`config.mk`:
```
export PLATFORM = sky130hd
export DESIGN_NAME = axil_regfile_slave
export DESIGN_NICKNAME = d
export VERILOG_FILES = /design/src/rtl/dma_axi_pkg.sv /design/src/rtl/axil_regfile_slave.sv
export SDC_FILE = /design/constraint.sdc
export NUM_CORES = 1
export LEC_CHECK = 0
export CAP_MARGIN = 20
export CORE_UTILIZATION = 31
export CTS_BUF_LIST = sky130_fd_sc_hd__clkbuf_16
export DETAILED_ROUTE_END_ITERATION = 12
export PLACE_DENSITY = 0.8
export SETUP_SLACK_MARGIN = 0.4
export SKIP_LAST_GASP = 1
export SLEW_MARGIN = 0
export SYNTH_ARGS = -nofsm -noshare
export SYNTH_HDL_FRONTEND = slang
export SYNTH_SLANG_ARGS = --single-unit
```
`constraint.sdc`:
```
create_clock -name clk -period 3.1 [get_ports clk]
set_clock_uncertainty 0.2 [all_clocks]
set_input_delay 0.775 -clock clk [delete_from_list [all_inputs] [get_ports clk]]
set_output_delay 0.775 -clock clk [all_outputs]
set_load 0.05 [all_outputs]
```
`src/rtl/dma_axi_pkg.sv`:
```
// Shared types and helpers for the DMA register-file AXI4-Lite front end.
// Holds the response codes, both FSM state enums and the address decoder.
package dma_axi_pkg;

   localparam logic [1:0] RESP_OKAY   = 2'b00;
   localparam logic [1:0] RESP_SLVERR = 2'b10;

   typedef enum logic [2:0] {
      W_IDLE,
      W_HAVE_AW,
      W_HAVE_W,
      W_WRITE,
      W_RESP
   } wr_state_t;

   typedef enum logic [1:0] {
      R_IDLE,
      R_ISSUE,
      R_RESP
   } rd_state_t;

   typedef struct packed {
      logic        err;
      logic [63:0] idx;
   } addr_chk_t;

   // Widths are passed in so one decoder serves any parameterisation of the slave.
   function automatic addr_chk_t addr_check(input logic [63:0] addr,
                                            input int          idx_bits,
                                            input int          offs);
      addr_chk_t   r;
      logic [63:0] low_mask;
      logic [63:0] idx_mask;
      low_mask = (64'd1 << offs) - 64'd1;
      idx_mask = (64'd1 << idx_bits) - 64'd1;
      r.idx    = (addr >> offs) & idx_mask;
      r.err    = ((addr & low_mask) != 64'd0) || ((addr >> (idx_bits + offs)) != 64'd0);
      return r;
   endfunction

endpackage

```
`src/rtl/axil_regfile_slave.sv`:
```
// AXI4-Lite slave that turns CPU register accesses into the register file's
// single write port and single 1-cycle-latency read port.
module axil_regfile_slave
   import dma_axi_pkg::*;
#(
   parameter int DATA_WIDTH     = 32,
   parameter int ADDR_WIDTH     = 8,
   parameter int AXI_ADDR_WIDTH = 32
) (
   input  logic                      clk,
   input  logic                      reset,
   input  logic [AXI_ADDR_WIDTH-1:0] s_awaddr,
   input  logic                      s_awvalid,
   output logic                      s_awready,
   input  logic [DATA_WIDTH-1:0]     s_wdata,
   input  logic [DATA_WIDTH/8-1:0]   s_wstrb,
   input  logic                      s_wvalid,
   output logic                      s_wready,
   output logic [1:0]                s_bresp,
   output logic                      s_bvalid,
   input  logic                      s_bready,
   input  logic [AXI_ADDR_WIDTH-1:0] s_araddr,
   input  logic                      s_arvalid,
   output logic                      s_arready,
   output logic [DATA_WIDTH-1:0]     s_rdata,
   output logic [1:0]                s_rresp,
   output logic                      s_rvalid,
   input  logic                      s_rready,
   output logic                      rf_write_enable,
   output logic [DATA_WIDTH-1:0]     rf_datain,
   output logic [ADDR_WIDTH-1:0]     rf_writeAddr,
   input  logic                      rf_writeReady,
   output logic                      rf_read_enable,
   output logic [ADDR_WIDTH-1:0]     rf_readAddr,
   input  logic [DATA_WIDTH-1:0]     rf_dataout,
   input  logic                      rf_readReady
);

   localparam int OFFS       = $clog2(DATA_WIDTH/8);
   localparam int STRB_WIDTH = DATA_WIDTH/8;

   wr_state_t w_state, w_next;
   rd_state_t r_state, r_next;
   addr_chk_t aw_chk, ar_chk;
   logic      aw_hs, w_hs, ar_hs;
   logic      aw_err, strb_err, ar_err, w_err;

   assign aw_chk = addr_check(64'(s_awaddr), ADDR_WIDTH, OFFS);
   assign ar_chk = addr_check(64'(s_araddr), ADDR_WIDTH, OFFS);
   assign aw_hs  = s_awvalid && s_awready;
   assign w_hs   = s_wvalid && s_wready;
   assign ar_hs  = s_arvalid && s_arready;
   assign w_err  = aw_err || strb_err;

   // Readies are registered from the next state, so they track the state one-for-one.
   always_ff @(posedge clk or posedge reset) begin
      if (reset) begin
         w_state      <= W_IDLE;
         s_awready    <= 1'b0;
         s_wready     <= 1'b0;
         aw_err       <= 1'b0;
         strb_err     <= 1'b0;
         rf_writeAddr <= '0;
         rf_datain    <= '0;
      end else begin
         w_state   <= w_next;
         s_awready <= (w_next == W_IDLE) || (w_next == W_HAVE_W);
         s_wready  <= (w_next == W_IDLE) || (w_next == W_HAVE_AW);
         if (aw_hs) begin
            aw_err       <= aw_chk.err;
            rf_writeAddr <= ADDR_WIDTH'(aw_chk.idx);
         end
         if (w_hs) begin
            rf_datain <= s_wdata;
            strb_err  <= (s_wstrb != {STRB_WIDTH{1'b1}});
         end
      end
   end

   always_comb begin
      w_next = w_state;
      case (w_state)
         W_IDLE: begin
            if (aw_hs && w_hs) w_next = W_WRITE;
            else if (aw_hs)    w_next = W_HAVE_AW;
            else if (w_hs)     w_next = W_HAVE_W;
         end
         W_HAVE_AW: if (w_hs)                    w_next = W_WRITE;
         W_HAVE_W:  if (aw_hs)                   w_next = W_WRITE;
         W_WRITE:   if (w_err || rf_writeReady)  w_next = W_RESP;
         W_RESP:    if (s_bready)                w_next = W_IDLE;
         default:                                w_next = W_IDLE;
      endcase
   end

   always_comb begin
      rf_write_enable = (w_state == W_WRITE) && !w_err && rf_writeReady;
      s_bvalid        = (w_state == W_RESP);
      s_bresp         = (s_bvalid && w_err) ? RESP_SLVERR : RESP_OKAY;
   end

   always_ff @(posedge clk or posedge reset) begin
      if (reset) begin
         r_state     <= R_IDLE;
         s_arready   <= 1'b0;
         ar_err      <= 1'b0;
         rf_readAddr <= '0;
      end else begin
         r_state   <= r_next;
         s_arready <= (r_next == R_IDLE);
         if (ar_hs) begin
            ar_err      <= ar_chk.err;
            rf_readAddr <= ADDR_WIDTH'(ar_chk.idx);
         end
      end
   end

   always_comb begin
      r_next = r_state;
      case (r_state)
         R_IDLE:  if (ar_hs)                   r_next = R_ISSUE;
         R_ISSUE: if (ar_err || rf_readReady)  r_next = R_RESP;
         R_RESP:  if (s_rready)                r_next = R_IDLE;
         default:                              r_next = R_IDLE;
      endcase
   end

   // rf_dataout stays valid through R_RESP because no further read is issued.
   always_comb begin
      rf_read_enable = (r_state == R_ISSUE) && !ar_err && rf_readReady;
      s_rvalid       = (r_state == R_RESP);
      s_rdata        = (s_rvalid && !ar_err) ? rf_dataout : '0;
      s_rresp        = (s_rvalid && ar_err) ? RESP_SLVERR : RESP_OKAY;
   end

endmodule

```
Word level (Yosys, flattened, before mapping)

Index checks and enable logic that the tools add are counted.

Register bits: 59
Latch bits: 0
Memory bits (writable): 0
Memory bits (read-only): 0
Input port bits: 141
Output and inout port bits: 91
Logic and storage cells: 63
Memories kept: 0

Add/sub/neg operators: 0
$mul: 0
Div/mod/pow operators: 0
Magnitude comparators: 0
Eq/ne operators: 9
Shift operators: 0
Muxes and demuxes: 15
Bitwise logic cells: 0
Reductions and logical operators: 28

Operators with widths:

| kind                                                             | count |
|---|---|
| 64-bit nonzero test                                              | 4 |
| 32-bit 2-to-1 mux                                                | 1 |
| 3-bit 2-to-1 mux                                                 | 7 |
| 3-bit case mux with 5 select lines                               | 1 |
| 1-bit logical AND                                                | 11 |
| 2-bit 2-to-1 mux                                                 | 5 |
| 3-bit by 2-bit == test with 1-bit output (second input constant) | 3 |
| 1-bit logical OR                                                 | 7 |
| 3-bit by 1-bit == test with 1-bit output (second input constant) | 2 |
| 3-bit zero test                                                  | 2 |
| 2-bit case mux with 3 select lines                               | 1 |
| 2-bit zero test                                                  | 2 |
| 4-bit != test (second input constant)                            | 1 |
| 3-bit == test (second input constant)                            | 1 |
| 2-bit by 1-bit == test with 1-bit output (second input constant) | 1 |
| 2-bit == test (second input constant)                            | 1 |
| 1-bit zero test                                                  | 2 |

Depth between registers and ports, before layout

Gate-level depths: netlist of the first run.

Word-level depth: 7
Mapped depth: 4
Gate-level depth less buffers: 3

Worst setup path after synthesis of the first run

Ideal clock, no wire load.

Path kind: input -> output
Start point: input port rf_readReady
End point: output port rf_read_enable
Data arrival time: 2.308 ns
Required time: 2.125 ns
Slack: -0.183 ns
Stages: 1
Path buffers: 0
Cells stage by stage: nor4bb_1

Cells in the longest elaborated chain, start to end: 1

Ends and longest elaborated chain:

| what              | line                      | source |
|---|---|---|
| from (decl)       | axil_regfile_slave.sv:36  | `input logic rf_readReady` |
| 1-bit logical AND | axil_regfile_slave.sv:130 | `rf_read_enable = (r_state == R_ISSUE) && !ar_err && rf_readReady;` |
| to (decl)         | axil_regfile_slave.sv:33  | `output logic rf_read_enable,` |

No other way between the ends.

Worst setup path in the final report of the first run

Start point: input port rf_writeReady
End point: output port rf_write_enable

Cells in the longest elaborated chain, start to end: 1

Ends and longest elaborated chain:

| what              | line                     | source |
|---|---|---|
| from (decl)       | axil_regfile_slave.sv:32 | `input logic rf_writeReady,` |
| 1-bit logical AND | axil_regfile_slave.sv:97 | `rf_write_enable = (w_state == W_WRITE) && !w_err && rf_writeReady;` |
| to (decl)         | axil_regfile_slave.sv:29 | `output logic rf_write_enable,` |

No other way between the ends.

==> flow_metrics.tcl, run 1 <==
set metrics [dict create \
    wl_per_cell_um 16.05 \
    intPower_mw 2.918 \
    drive_gt1_share_pct 24.60 \
    slowest_delay_ns 0.48 \
    p_sw_mw 2.285 \
    die_h_um 93.56 \
    power_frac_comb_pct 54.3 \
    power.leakage_nw 2.431 \
    syn_area_per_cell_um2 12.68 \
    crit_end "rf_write_enable" \
    r2r_start "s_wready" \
    synth_cells 205 \
    synthesis.area_um2 2599 \
    setup_tns_ns 0 \
    crit_slowest_cell "clkdlybuf4s50_1" \
    finalHoldViolCount 0 \
    grt_usage_pct 20.62 \
    initial_core_util_pct 31.79 \
    chipWidth_um 93.56 \
    ys_seq_area_share_pct 56.81 \
    antenna_found_initial 0 \
    worst-path-max-fanout 2 \
    critical_path_required_ns 2.12 \
    drc_errors 0 \
    crit_chain "clkdlybuf4s50_1 > nor3b_2 > buf_12" \
    sequentialPowerShare_pct 26.3 \
    fmax_ghz 0.3766 \
    status "completed" \
    netlist.area_leader.share_pct 56.81 \
    yosysUniqueCellTypes 30 \
    p_sw_share_pct 43.91 \
    place_inst 533 \
    dr.pass1.iters 4 \
    relSlewSlack_pct 48.51 \
    worst_slew_pin_slew_ns 0.7696 \
    yosysTopAreaCell "dfrtp_1" \
    dp_hpwl_mm 7.082 \
    dieArea_um2 8753 \
    cts_setup_buffers 0 \
    grt_pass1_vias 2690 \
    p_per_area_nw_per_um2 919.0 \
    dr_total_vias 2609 \
    cts_tree "built" \
    cts_buffers 9 \
    peakVddDrop_mv 0.5253 \
    reg2regPathDepth 2 \
    gp_congestion 0.8219 \
    overflow 0 \
    insertedDiodeCount 0 \
    layout_min_cycle_time_ns 2.655 \
    clkSlewWorstSetupHoldPaths_ns 0.05 \
    htree_levels 3 \
    coreArea_um2 8175 \
    ys_ff_latch 59 \
    drv_cap 0 \
    worstPathArrival_ns 1.68 \
    startpoint "rf_writeReady" \
    grt_max_degree 35 \
    p_clk_share_pct 19.4 \
    port_buffers 229 \
    synth_area_leaders "dfrtp_1, mux2_2, and3_1" \
    ios 232 \
    hp-class "flip-flop to flip-flop" \
    via_per_inst 4.761 \
    regToRegSetupSlack_ns 1.37 \
    fin_crit_sh_pct 85.66 \
    hp-start "rf_readAddr[4]" \
    cts_buffer_depth 2 \
    clockRootBuffer "clkbuf_16" \
    r2r_end "rf_datain[21]" \
    final-max-slew-violation-count 0 \
    drt-total-wl_mm 8.793 \
    insertion_delay_ns 0.32 \
    num_rows 33 \
    drt_iter0_drc 53 \
    yosys_warnings 0 \
    finalSetupViolCount 0 \
    fin_cells 548 \
    worstSetupPathType "input pin to output pin" \
    rsz0062_at_grt "true" \
    postRouteAntennaNets 0 \
    syn2layout_area_growth_pct 117.9 \
    end_kind "output pin" \
    startpoint_type "input pin" \
    cts_hold_buf 0 \
    cts.sinks 59 \
    nets 580 \
    grt_pass1_wl_mm 13.46 \
]
flip-flops by register name (all words and copies together), names as in the netlist:
| signal | count |
|---|---|
| ar_err | 1 |
| strb_err | 1 |
| rf_readAddr | 8 |
| r_state | 2 |
| w_state | 3 |
| rf_datain | 32 |
| s_awready | 1 |
| s_arready | 1 |
| rf_writeAddr | 8 |
| s_wready | 1 |
| aw_err | 1 |
area by class of cell:
type,instances,area [um2]
clock buffer,9,225.2
clock inverter,6,81.33
multi-input combinational,130,1067
inverter,6,22.52
tap,105,131.4
fill,581,2514
sequential,59,1476
timing repair buffer,233,2658
critical path, delay by kind of cell:
family | cells | cell delay, ns
buffers and inverters | 2 | 0.65
and+or+nand+nor | 1 | 0.25
routing by layer:
layer  up-vias  track usage, %  routed length (um)
met5         -               0                   0
li1       1212               -                   -
met4         0           8.974                 209
met2       154           38.60                4687
met1      1230           20.33                2992
met3        13           7.236                 904
cells by family (layout without fill, tap and decap cells):
logic type	Yosys count	count (layout)	share of synthesized area (%)
AO/OA/AOI/OAI	11	11	2.985
buffers and inverters	17	254	3.033
flip-flops	59	59	56.81
multiplexers	48	48	20.80
other	1	2	0.1443
AND/OR/NAND/NOR	69	69	16.23
power groups by stage:
stage / clock [mW] / sequential, mW / combinational, mW
2_1_floorplan: 0 / 2.55 / 0.624
3_3_place_gp: 0 / 1.35 / 2.81
3_5_place_dp: 0 / 1.37 / 2.84
4_1_cts: 1.03 / 1.37 / 2.85
5_1_grt: 1.06 / 1.42 / 2.94
6_report: 1.01 / 1.37 / 2.83
worst min path at each step:
stage,end,slack (ns),depth (start not counted)
global route,rf_datain[13],0.32,1
finish,rf_readAddr[4],0.30,1
floorplan,strb_err,0.27,1
detailed placement,rf_readAddr[4],0.29,1
global placement,rf_writeAddr[4],0.29,1
CTS,rf_datain[10],0.30,1
stage by stage:
step	hold WS (ns)	cell area, um2	utilization, %	setup slack, ns	power (mW)
4_1_cts	0.3036	5664	69.28	0.4147	5.245
6_report	0.2999	5662	69.25	0.4446	5.203
3_3_place_gp	0.2866	5349	65.43	0.2952	4.152
2_1_floorplan	0.2732	2614	-	0.3412	3.170
3_5_place_dp	0.2936	5349	65.43	0.2187	4.217
5_1_grt	0.3167	5662	69.25	0.3982	5.425
cell usage in the layout, fill, tap and decap left out, drive strengths merged, types with 2 or more instances in the layout:
cell	n
clkdlybuf4s50	190
clkbuf	9
or3b	2
bufinv	2
nor2	9
and3	32
conb	2
a21oi	3
inv	6
a21o	2
nand4	4
dlygate4sd2	2
dfrtp	59
buf	40
nor4	12
nor3	2
nand2	3
mux2	48
clkinv	3
a2bb2oi	2
synthesized netlist by cell type:
library cell  count
dfrtp_1          59
mux2_2           48
and3_1           32
nor4_1           12
nor2_1            8
inv_1             6
buf_2             4
nand4_1           4
a21oi_1           3
clkbuf_1          3
a21o_1            2
a2bb2oi_1         2
buf_4             2
clkbuf_2          2
nand2_1           2
nor3_1            2
a41oi_1           1
conb_1            1
nand2_2           1
nand2b_1          1
nand3_1           1
nand3b_1          1
nor2_4            1
nor3b_1           1
nor4bb_1          1
o21ai_0           1
o22ai_1           1
o311a_1           1
or3b_1            1
or3b_4            1
timing repair:
item,CTS,global route
setup endpoints to repair,4,32
gates resized for setup,9,3
pin swaps,1,0
Power figures use the tool's default switching activity.
==> inputs of run 2 (changes only) <==
--- a/config.mk
+++ b/config.mk
@@ -11,8 +11,8 @@
 export DETAILED_ROUTE_END_ITERATION = 12
 export PLACE_DENSITY = 0.8
 export SETUP_SLACK_MARGIN = 0.4
-export SKIP_LAST_GASP = 1
 export SLEW_MARGIN = 0
 export SYNTH_ARGS = -nofsm -noshare
 export SYNTH_HDL_FRONTEND = slang
 export SYNTH_SLANG_ARGS = --single-unit
+export TNS_END_PERCENT = 5
==> flow_metrics.tcl, run 2 (synthesized netlist as in run 1, its figures left out) <==
set metrics [dict create \
    status "completed" \
    worstSetupPathType "flip-flop to output pin" \
    dr_total_vias 2603 \
    fmax_ghz 0.3618 \
    layout_commonest_cell "clkdlybuf4s50_1" \
    antenna_found_initial 0 \
    nets 580 \
    startpoint "w_state[2]" \
    die_h_um 93.56 \
    power.leakage_nw 2.443 \
    r2r_start "s_wready" \
    nFillCells 579 \
    path_depth 3 \
    place_inst 533 \
    top_regs "rf_datain (32), rf_readAddr (8), rf_writeAddr (8)" \
    finalSetupViolCount 0 \
    gp_congestion 0.8219 \
    worstPathArrival_ns 1.79 \
    startpoint_type "flip-flop" \
    setup_tns_ns 0 \
    finalPower_mw 5.201 \
    coreArea_um2 8175 \
    dr.pass1.iters 4 \
    cts_tree "built" \
    cts_hold_buf 0 \
    end_kind "output pin" \
    largest_register "rf_datain" \
    r2r_end "rf_datain[21]" \
    cts_buffers 9 \
    insertedDiodeCount 0 \
    htree_levels 3 \
    clockRootBuffer "clkbuf_16" \
    insertion_delay_ns 0.32 \
    drc_errors 0 \
    num_rows 33 \
    cts_buffer_depth 2 \
    cts.sinks 59 \
    drt-total-wl_mm 8.764 \
    grt_pass1_wl_mm 13.46 \
    ios 232 \
    postRouteAntennaNets 0 \
    dieArea_um2 8753 \
    layout_min_cycle_time_ns 2.764 \
    cpLargestDelayFamily "buffers and inverters" \
    port_buffers 229 \
    initial_core_util_pct 31.79 \
    rsz0062_at_grt "true" \
    crit_end "s_bvalid" \
    hp-class "flip-flop to flip-flop" \
    peakVddDrop_mv 0.5224 \
    grt_pass1_vias 2690 \
    grt_max_degree 35 \
    overflow 0 \
    drt_iter0_drc 60 \
    worst-path-max-fanout 7 \
    reg2regPathDepth 2 \
    crit_slowest_cell "dlygate4sd2_1" \
    drive_gt1_share_pct 24.38 \
    regToRegSetupSlack_ns 1.37 \
    critical_path_required_ns 2.12 \
    worst_slew_pin_slew_ns 0.7692 \
    grt_usage_pct 20.62 \
    p_per_area_nw_per_um2 917.8 \
    finalHoldViolCount 0 \
    slowest_delay_ns 0.52 \
    crit_chain "or3b_4 > inv_1 > dlygate4sd2_1" \
    final_util_pct 69.31 \
    fin_cells 548 \
    hold_ws_ns 0.2998 \
    final-max-slew-violation-count 0 \
    chipWidth_um 93.56 \
    relSlewSlack_pct 48.54 \
    dp_hpwl_mm 7.082 \
    largest_register_ffs 32 \
    drv_cap 0 \
    fin_crit_sh_pct 89.15 \
    wl_per_cell_um 15.99 \
    via_per_inst 4.750 \
    syn2layout_area_growth_pct 118.1 \
    clkSlewWorstSetupHoldPaths_ns 0.05 \
    final_cell_mix "clkdlybuf4s50_1, dfrtp_1, mux2_2" \
    crit_buf_inv 2 \
]
## run 2: how the worst min path moves through the flow
| stage | startpoint | end | slack, ns | cells past startpoint |
|---|---|---|---|---|
| after detailed placement | rf_readAddr[4] | rf_readAddr[4] | 0.29 | 1 |
| final | rf_datain[10] | rf_datain[10] | 0.30 | 1 |
| after CTS | rf_datain[10] | rf_datain[10] | 0.30 | 1 |
| after floorplan | strb_err | strb_err | 0.27 | 1 |
| after global routing | rf_datain[13] | rf_datain[13] | 0.32 | 1 |
| after global placement | rf_writeAddr[4] | rf_writeAddr[4] | 0.29 | 1 |
## run 2: repair_timing
item	4_1_cts	5_1_grt
setup endpoints to repair	4	35
hold endpoints to repair	0	0
setup buffers	0	0
cloned	0	0
resized for setup	5	1
pin swaps	1	0
## run 2: area by class of cell
cell class                 instances  area (um2)  area share (%)
sequential                        59        1476           26.05
multi-input combinational        130        1067           18.83
inverter                           6       22.52          0.3974
clock inverter                     6       81.33           1.435
timing repair buffer             233        2663           46.99
clock buffer                       9       225.2           3.974
tap                              105       131.4           2.318
## run 2: power by group
group          leakage (nW)  switching [mW]  internal (mW)
Combinational          1.61            1.75           1.08
Sequential            0.689           0.220           1.15
Clock                 0.149           0.317          0.691
Total                  2.44            2.28           2.92
## run 2: layer usage
| layer | wire (um) | up-vias | GRT usage, % |
|---|---|---|---|
| li1 | - | 1212 | - |
| met1 | 2993 | 1226 | 20.33 |
| met2 | 4663 | 152 | 38.60 |
| met3 | 897 | 13 | 7.236 |
| met4 | 209 | 0 | 8.974 |
| met5 | 0 | - | 0 |
## run 2: per-stage QoR
stage,area [um2],setup WS [ns]
final,5667,0.3363
after global routing,5667,0.2608
after CTS,5664,0.2988
after detailed placement,5349,0.2187
after global placement,5349,0.2952
after floorplan,2614,0.3412
==> inputs of run 3 (changes only) <==
--- a/config.mk
+++ b/config.mk
@@ -11,7 +11,7 @@
 export DETAILED_ROUTE_END_ITERATION = 12
 export PLACE_DENSITY = 0.8
 export SETUP_SLACK_MARGIN = 0.4
-export SLEW_MARGIN = 0
+export SLEW_MARGIN = 5
 export SYNTH_ARGS = -nofsm -noshare
 export SYNTH_HDL_FRONTEND = slang
 export SYNTH_SLANG_ARGS = --single-unit
==> constraint.sdc (replaced) <==
create_clock -name clk -period 3.1 [get_ports clk]
set_clock_uncertainty 0.2 [all_clocks]
set_input_delay 0.31 -clock clk [delete_from_list [all_inputs] [get_ports clk]]
set_output_delay 0.31 -clock clk [all_outputs]
set_load 0.05 [all_outputs]
==> flow_metrics.tcl, run 3 (synthesized netlist as in run 1, its figures left out) <==
set metrics [dict create \
    status "completed" \
    final_cell_mix "clkdlybuf4s50_1, dfrtp_1, mux2_2" \
    cts_tree "built" \
    nets 579 \
    drt-total-wl_mm 8.760 \
    worst_slew_pin_slew_ns 0.7922 \
    clockRootBuffer "clkbuf_16" \
    critical_path_required_ns 2.59 \
    grt_max_degree 35 \
    wl_per_cell_um 15.99 \
    reg2regPathDepth 2 \
    coreArea_um2 8175 \
    cts.sinks 59 \
    cts_buffer_depth 2 \
    ios 232 \
    power.leakage_nw 2.259 \
    end_kind "output pin" \
    clkSlewWorstSetupHoldPaths_ns 0.05 \
    worstPathArrival_ns 2.26 \
    top_regs "rf_datain (32), rf_readAddr (8), rf_writeAddr (8)" \
    finalHoldViolCount 0 \
    dr.pass1.iters 4 \
    worstSetupPathType "flip-flop to output pin" \
    cts_hold_buf 0 \
    largest_register_ffs 32 \
    relSlewSlack_pct 47.00 \
    dp_hpwl_mm 6.873 \
    layout_commonest_cell "clkdlybuf4s50_1" \
    final_util_pct 64.97 \
    overflow 0 \
    layout_min_cycle_time_ns 2.766 \
    dr_total_vias 2601 \
    final-max-slew-violation-count 0 \
    peakVddDrop_mv 0.5208 \
    finalSetupViolCount 0 \
    dieArea_um2 8753 \
    fin_crit_sh_pct 89.23 \
    setup_tns_ns 0 \
    p_per_area_nw_per_um2 981.6 \
    htree_levels 3 \
    rsz0062_at_grt "true" \
    insertedDiodeCount 0 \
    nFillCells 669 \
    gp_congestion 0.7660 \
    hp-class "input pin to async pin" \
    worst-path-max-fanout 17 \
    drt_iter0_drc 45 \
    num_rows 33 \
    drv_cap 0 \
    via_per_inst 4.746 \
    insertion_delay_ns 0.32 \
    final_area_um2 5311 \
    postRouteAntennaNets 0 \
    drive_gt1_share_pct 15.80 \
    startpoint_type "flip-flop" \
    initial_core_util_pct 31.79 \
    drc_errors 0 \
    grt_pass1_wl_mm 12.61 \
    chipWidth_um 93.56 \
    die_h_um 93.56 \
    antenna_found_initial 0 \
    fmax_ghz 0.3615 \
    placed_area_um2 4985 \
    grt_pass1_vias 2556 \
    cts_setup_buffers 0 \
    port_buffers 229 \
    syn2layout_area_growth_pct 104.4 \
    cts_buffers 9 \
    grt_usage_pct 19.56 \
    largest_register "rf_datain" \
]
-- run 3: cell count changes in the layout (fill, tap and decap cells not counted) --
| cell | previous run | this run |
|---|---|---|
| clkinv_4 | 0 | 1 |
| clkinvlp_4 | 1 | 3 |
| clkdlybuf4s50_1 | 191 | 227 |
| clkinv_2 | 2 | 1 |
| clkdlybuf4s15_2 | 1 | 0 |
| buf_12 | 34 | 0 |
| nor3b_2 | 1 | 0 |
| nor4bb_1 | 0 | 1 |
| nor4bb_4 | 1 | 0 |
| nor3b_1 | 0 | 1 |
| buf_4 | 5 | 2 |
-- run 3: cell type report --
| class | instances | area [um2] | share of cell area [%] |
|---|---|---|---|
| flip-flops and latches | 59 | 1476 | 27.80 |
| clock buffers | 9 | 225.2 | 4.240 |
| multi-input cells | 130 | 1047 | 19.72 |
| inverters | 6 | 30.03 | 0.5654 |
| well taps | 105 | 131.4 | 2.474 |
| clock inverters | 7 | 85.08 | 1.602 |
| repair inverters | 1 | 7.507 | 0.1413 |
| repair buffers | 231 | 2308 | 43.46 |
-- run 3: stage by stage --
step	total power [mW]	hold WS [ns]	worst slack, ns	std cells
after floorplan	3.166	0.2380	0.6574	206
after CTS	5.248	0.1830	0.2896	547
after detailed placement	4.198	0.2922	0.4377	531
final	5.213	0.1727	0.3339	548
after global placement	4.145	0.2814	0.5170	531
after global routing	5.444	0.2191	0.2321	548
-- run 3: final timing paths --
kind	to	startpoint	slack (ns)
setup reg to reg	rf_datain[14]	s_wready	1.36
min in group clk	rf_readAddr[2]	rf_readAddr[2]	0.30
hold reg to reg	rf_readAddr[2]	rf_readAddr[2]	0.30
hold / removal	rf_datain[5]	reset	0.17
setup / recovery	s_rdata[7]	r_state[0]	0.33
max in group asynchronous	rf_writeAddr[1]	reset	1.88
-- run 3: metal layers --
metal,global-route usage (%),up-vias,share of wire [%]
met1,17.96,1234,33
met2,37.62,144,56
met3,8.537,12,9.8
li1,-,1211,-
met4,7.051,0,1.8
met5,0,-,0
-- run 3: power breakdown --
part	internal (mW)	switching [mW]	leakage (nW)
combinational	1.08	1.76	1.41
clock	0.693	0.324	0.159
sequential	1.15	0.214	0.689
total	2.92	2.29	2.26
-- run 3: worst max-delay path: stages, from the launching register on --
cell             delay [ns]
dfrtp_1                0.36
nand2b_1               0.28
clkinvlp_4             0.32
and3_1                 0.28
clkdlybuf4s50_1        0.70
-- run 3: what timing repair did --
action / in CTS / in global routing
gates resized for setup: 3 / 2
setup endpoints to repair: 33 / 34
gates cloned: 0 / 1
